$ cat src/rtl/ifetch_unit.sv
// Instruction fetch stage: requests the word at pc, holds it for decode
// behind a valid/ready handshake and pulses pc_inc once per delivered word.
module ifetch_unit #(
  parameter int ADDR_W  = 16,
  parameter int DATA_W  = 16,
  parameter int TIMEOUT = 15
) (
  input  logic              clk,
  input  logic              reset,
  input  logic [ADDR_W-1:0] pc,
  input  logic              flush,
  output logic              pc_inc,
  output logic              mem_req,
  output logic [ADDR_W-1:0] mem_addr,
  input  logic              mem_gnt,
  input  logic              mem_rvalid,
  input  logic [DATA_W-1:0] mem_rdata,
  output logic              instr_valid,
  input  logic              instr_ready,
  output logic [DATA_W-1:0] instr,
  output logic [ADDR_W-1:0] instr_pc,
  output logic              fetch_err
);

  typedef enum logic [2:0] {IDLE, REQ, WAIT, FULL, DRAIN} state_t;

  localparam logic [7:0] TIMEOUT_C = 8'(TIMEOUT);

  state_t            state_q, state_d;
  logic [DATA_W-1:0] instr_q, instr_d;
  logic [ADDR_W-1:0] instr_pc_q, instr_pc_d;
  logic [ADDR_W-1:0] fetch_pc_q, fetch_pc_d;
  logic [7:0]        cnt_q, cnt_d;
  logic              pc_inc_q, pc_inc_d;
  logic              fetch_err_q, fetch_err_d;
  logic              timeout_hit;

  // The counter holds the number of completed wait cycles since the grant.
  assign timeout_hit = (cnt_q + 8'd1) == TIMEOUT_C;

  assign mem_req     = (state_q == REQ) && !flush;
  assign mem_addr    = pc;
  assign instr_valid = (state_q == FULL);
  assign instr       = instr_q;
  assign instr_pc    = instr_pc_q;
  assign pc_inc      = pc_inc_q && !flush;
  assign fetch_err   = fetch_err_q;

  always_comb begin
    state_d     = state_q;
    instr_d     = instr_q;
    instr_pc_d  = instr_pc_q;
    fetch_pc_d  = fetch_pc_q;
    cnt_d       = cnt_q;
    pc_inc_d    = 1'b0;
    fetch_err_d = 1'b0;
    case (state_q)
      IDLE: state_d = REQ;
      REQ: begin
        if (mem_req && mem_gnt) begin
          fetch_pc_d = pc;
          cnt_d      = 8'd0;
          state_d    = WAIT;
        end
      end
      WAIT: begin
        cnt_d = cnt_q + 8'd1;
        // Returning data wins over the timeout; a coincident flush discards it.
        if (mem_rvalid && flush) begin
          state_d = REQ;
        end else if (mem_rvalid) begin
          instr_d    = mem_rdata;
          instr_pc_d = fetch_pc_q;
          pc_inc_d   = 1'b1;
          state_d    = FULL;
        end else if (timeout_hit) begin
          fetch_err_d = 1'b1;
          state_d     = REQ;
        end else if (flush) begin
          state_d = DRAIN;
        end
      end
      FULL: begin
        if (flush || instr_ready) state_d = REQ;
      end
      DRAIN: begin
        cnt_d = cnt_q + 8'd1;
        if (mem_rvalid) begin
          state_d = REQ;
        end else if (timeout_hit) begin
          fetch_err_d = 1'b1;
          state_d     = REQ;
        end
      end
      default: state_d = IDLE;
    endcase
  end

  always_ff @(posedge clk or negedge reset) begin
    if (!reset) begin
      state_q     <= IDLE;
      instr_q     <= '0;
      instr_pc_q  <= '0;
      fetch_pc_q  <= '0;
      cnt_q       <= '0;
      pc_inc_q    <= 1'b0;
      fetch_err_q <= 1'b0;
    end else begin
      state_q     <= state_d;
      instr_q     <= instr_d;
      instr_pc_q  <= instr_pc_d;
      fetch_pc_q  <= fetch_pc_d;
      cnt_q       <= cnt_d;
      pc_inc_q    <= pc_inc_d;
      fetch_err_q <= fetch_err_d;
    end
  end

endmodule

$ cat config.mk
export PLATFORM = sky130hd
export DESIGN_NAME = ifetch_unit
export DESIGN_NICKNAME = d
export VERILOG_FILES = /design/src/rtl/ifetch_unit.sv
export SDC_FILE = /design/constraint.sdc
export NUM_CORES = 1
export LEC_CHECK = 0
export ABC_CLOCK_PERIOD_IN_PS = 1730
export CELL_PAD_IN_SITES_DETAIL_PLACEMENT = 1
export CELL_PAD_IN_SITES_GLOBAL_PLACEMENT = 1
export CORE_UTILIZATION = 33
export DETAILED_ROUTE_END_ITERATION = 8
export GPL_ROUTABILITY_DRIVEN = 1
export PLACE_DENSITY = 0.77
export SYNTH_ARGS = -nofsm -noshare
export SYNTH_HDL_FRONTEND = slang
export SYNTH_SLANG_ARGS = --single-unit
$ cat constraint.sdc
create_clock -name clk -period 1.73 [get_ports clk]
set_input_delay 0.173 -clock clk [delete_from_list [all_inputs] [get_ports clk]]
set_output_delay 0.173 -clock clk [all_outputs]
set_load 0.01 [all_outputs]
==> summary.txt <==
Floorplanning
  – DIE AREA: 8726 µm²
  – I/O pins: 90
  – Initial Utilization: 34.96%
  – Die Height: just over 90 µm
  – Site Rows: 32
  – Die width: 93.42 µm
  – Core box area: 7888 µm²

Yosys
  – Ys async rst share: 100.0%
  – Mux share of post-synthesis cell area: 0%
  – Post-synth EDFFs: 0
  – Syn Area/Cell: roughly 9 µm²
  – Warnings from Yosys: 0
  – Syn Inst Count: 312
  – Simple-Gate Fraction of Synth Area: 27.77%
  – Netlist cell types: 38
  – Mapped Area: 2758 µm²
  – Adder-Cell Fraction of Synth Area: 0.9074%
  – Sequential area share after synthesis: 55.35%
  – Synth top area cells: dfrtp_1 (55%), nand2_1 (21%), buf_4 (4.4%), buf_2 (1.6%), o22ai_1 (1.4%)
  – Synth area leader: dfrtp_1
  – Dominant synthesized flop cell: dfrtp_1
  – Main combinational cell family by area after synthesis: simple AND/OR/NAND/NOR gates
  – Mapped Nets: 352
  – Synth top area share: 55.35%
  – XOR/XNOR share of the synthesized area: 1.906%
  – Synth Register Bits: 61
  – Synth Area in Compound Gates: 6.534%

CTS
  – H-Tree Depth: 3
  – CTS Root Cell: clkbuf_8
  – CTS Sinks: 61
  – Clock transition at the registers of the reported paths: around 0.070 ns
  – Worst skew pair latency: between 0.3 and 0.4 ns
  – Num CTS Buffers: 9
  – Clock Path Buffers: 2
  – CTS tree: built

Placed design
  – Port Buffers: 89
  – Placement Setup Slack: -0.09423 ns
  – Dpl hpwl: around 5000 µm
  – Dpl cells: 490
  – Global placement routability congestion: 0.8337

Cells and area
  – Fillers: 942
  – Multi-input gate area: around 1000 µm²
  – Fin nets: 442
  – Synth-to-layout area growth: 45.15%
  – # diodes: 0
  – Layout cells sized above 1: 12.04%
  – Final non-filler cell total: 509
  – Register area: ~1500 µm²
  – Core Util, Final: 50.75%

Timing
  – Slew @ Worst Pin: 0.3352 ns
  – Unrepaired setup endpoints after global routing: true
  – Final worst slack: 0.04866 ns
  – Final setup TNS: 0 ns
  – Fin crit share: 97.19%
  – Slew margin rel.: 77.65%
  – # setup viols final: 0
  – Worst clock skew: 0.007026 ns
  – Max-slew violations: 0
  – Fmax: about 600 MHz
  – Period minus WS final: 1.681 ns
  – Final hold vios: 0

Detailed routing
  – Via density: 4.625
  – Drc violations: 0
  – DR WL/cell: approximately 14 µm
  – Drt first pass iters: 4
  – Detailed Route Iter0 Violations: 65
  – Routed Antenna Nets: 0
  – Routed vias: 2354
  – Total routed wirelength: approximately 7000 µm

Global route
  – Grt total ovfl: 0
  – Antenna violations before repair: 0
  – Tot GR Track Use: 17.39%
  – Vias in the first global route: 2431
  – Pin count of the biggest net entering global routing: 62
  – First-pass GRT wire length: 11630 µm

Critical path
  – Reg2Reg Depth: 5
  – WP data arrival: 1.94 ns
  – CP endpoint kind: flop
  – Worst R2R Setup Slack: 0.05 ns
  – Reg-to-reg critical path endpoint: fetch_err$_DFF_PN0_
  – Critical Path RT: 1.99 ns
  – CP startpoint: cnt_q[1]$_DFFE_PN0P_
  – Worst reg2reg startpoint: cnt_q[1]$_DFFE_PN0P_
  – Crit path to: fetch_err$_DFF_PN0_
  – Worst setup SP type: flop
  – CP max FO: 5
  – Type of the worst setup path: flop to flop

Power
  – P_leak: 1.930 nW
  – Comb power frac: 28.7%
  – Peak VDD IR: 0.7381 mV
  – Power density cells: 1164 nW/µm²
  – Sequential share of power: 43.1%
  – Clock Power Share: between 20% and 30%
  – Net Switching: 1.391 mW
  – Overall power: 4.658 mW
  – P_int: 3.268 mW
  – Switching share of power: 29.85%

Hold path
  – Hold Crit Start: flush
  – Hold Crit Class: input pin to flop

Status
  – Status: complete, no violations

Flow run
  – Maxcap violations: 0
Yosys cell counts (all sizes together), types with 2 or more instances:
| cell type | instances |
|---|---|
| nor3b | 2 |
| and2 | 3 |
| buf | 25 |
| o22ai | 6 |
| xor2 | 2 |
| nand3 | 3 |
| o21ai | 6 |
| nand2 | 155 |
| xnor2 | 4 |
| a31oi | 2 |
| ha | 2 |
| nand2b | 5 |
| clkbuf | 6 |
| o31ai | 2 |
| inv | 5 |
| nand4 | 2 |
| dfrtp | 61 |
| a21oi | 3 |
| nor2 | 4 |
worst min path at each step:
stage	end	depth (start not counted)
after floorplan	cnt_q[0]$_DFFE_PN0P_	0
after global placement	instr[13]$_DFFE_PN0P_	2
after detailed placement	instr[13]$_DFFE_PN0P_	2
after CTS	instr[0]$_DFFE_PN0P_	3
after global routing	state_q[1]$_DFFE_PN0P_	3
final	state_q[1]$_DFFE_PN0P_	4
registers in the layout, indices dropped and copies added (netlist names):
register and cells:
instr_pc 16, pc_inc_q 1, fetch_err 1, cnt_q 8, instr 16, state_q 3, fetch_pc_q 16
cell usage in the layout (no fill, tap or decap), drive strengths merged, types with 2 or more instances in the layout:
| cell | count |
|---|---|
| o31ai | 2 |
| clkdlybuf4s50 | 85 |
| dfrtp | 61 |
| clkinv | 2 |
| dlygate4sd2 | 2 |
| buf | 21 |
| nand2b | 5 |
| inv | 7 |
| nand2 | 155 |
| clkbuf | 10 |
| o22ai | 6 |
| o21ai | 6 |
| a31oi | 2 |
| nor3b | 2 |
| nand4 | 2 |
| xnor2 | 4 |
| ha | 2 |
| and2 | 3 |
| nand3 | 3 |
| a21oi | 3 |
| nor2 | 4 |
| xor2 | 2 |
per-layer routing:
layer	share of wire [%]	track usage, %	vias up
met5	0	0	-
li1	-	-	1150
met3	4.8	4.228	11
met4	1.4	6.026	0
met1	42	20.80	1138
met2	52	30.39	55
power groups by stage:
stage	combinational (mW)	sequential (mW)	clock (mW)
2_1_floorplan	0.429	2.12	0
3_3_place_gp	1.29	2.02	0
3_5_place_dp	1.34	2.04	0
4_1_cts	1.34	2.01	1.36
5_1_grt	1.48	2.07	1.42
6_report	1.33	2.01	1.32
kinds of logic (layout without fill, tap and decap cells):
kind of cell	Yosys count	count (layout)
and+or+nand+nor	181	181
DFF	61	61
buffers and inverters	36	131
AOI/OAI and AO/OA	26	26
xor gates and xnor gates	6	6
adders and majority gates	2	2
layout make-up:
cell class | count | area share (%)
Clock buffer | 10 | 3.439
Sequential cell | 61 | 38.17
Multi-Input combinational cell | 215 | 25.95
Clock inverter | 6 | 1.719
Timing Repair Buffer | 110 | 27.07
Inverter | 5 | 0.4689
Tap cell | 102 | 3.188
critical path, cell delays in order (launching register included):
cell	delay, ns
dfrtp_1	0.43
and4_4	0.22
a211o_1	0.31
a211oi_2	0.30
and2_4	0.21
nor3b_2	0.14
per-stage QoR:
step / hold WS, ns / area [µm²]
after detailed placement: 0.2068 / 3755
after global placement: 0.2110 / 3755
final: 0.3215 / 4003
after global routing: 0.3450 / 4003
after CTS: 0.3438 / 3970
after floorplan: -0.1226 / 2758
repair_timing:
action	in CTS	in global routing
endpoints found under the hold margin	61	0
setup endpoints to repair	2	5
resized for setup	3	4
buffers inserted	0	2
pin swaps	0	1
hold buffers	1	0
Note: power is estimated with default switching activity, not from simulation.
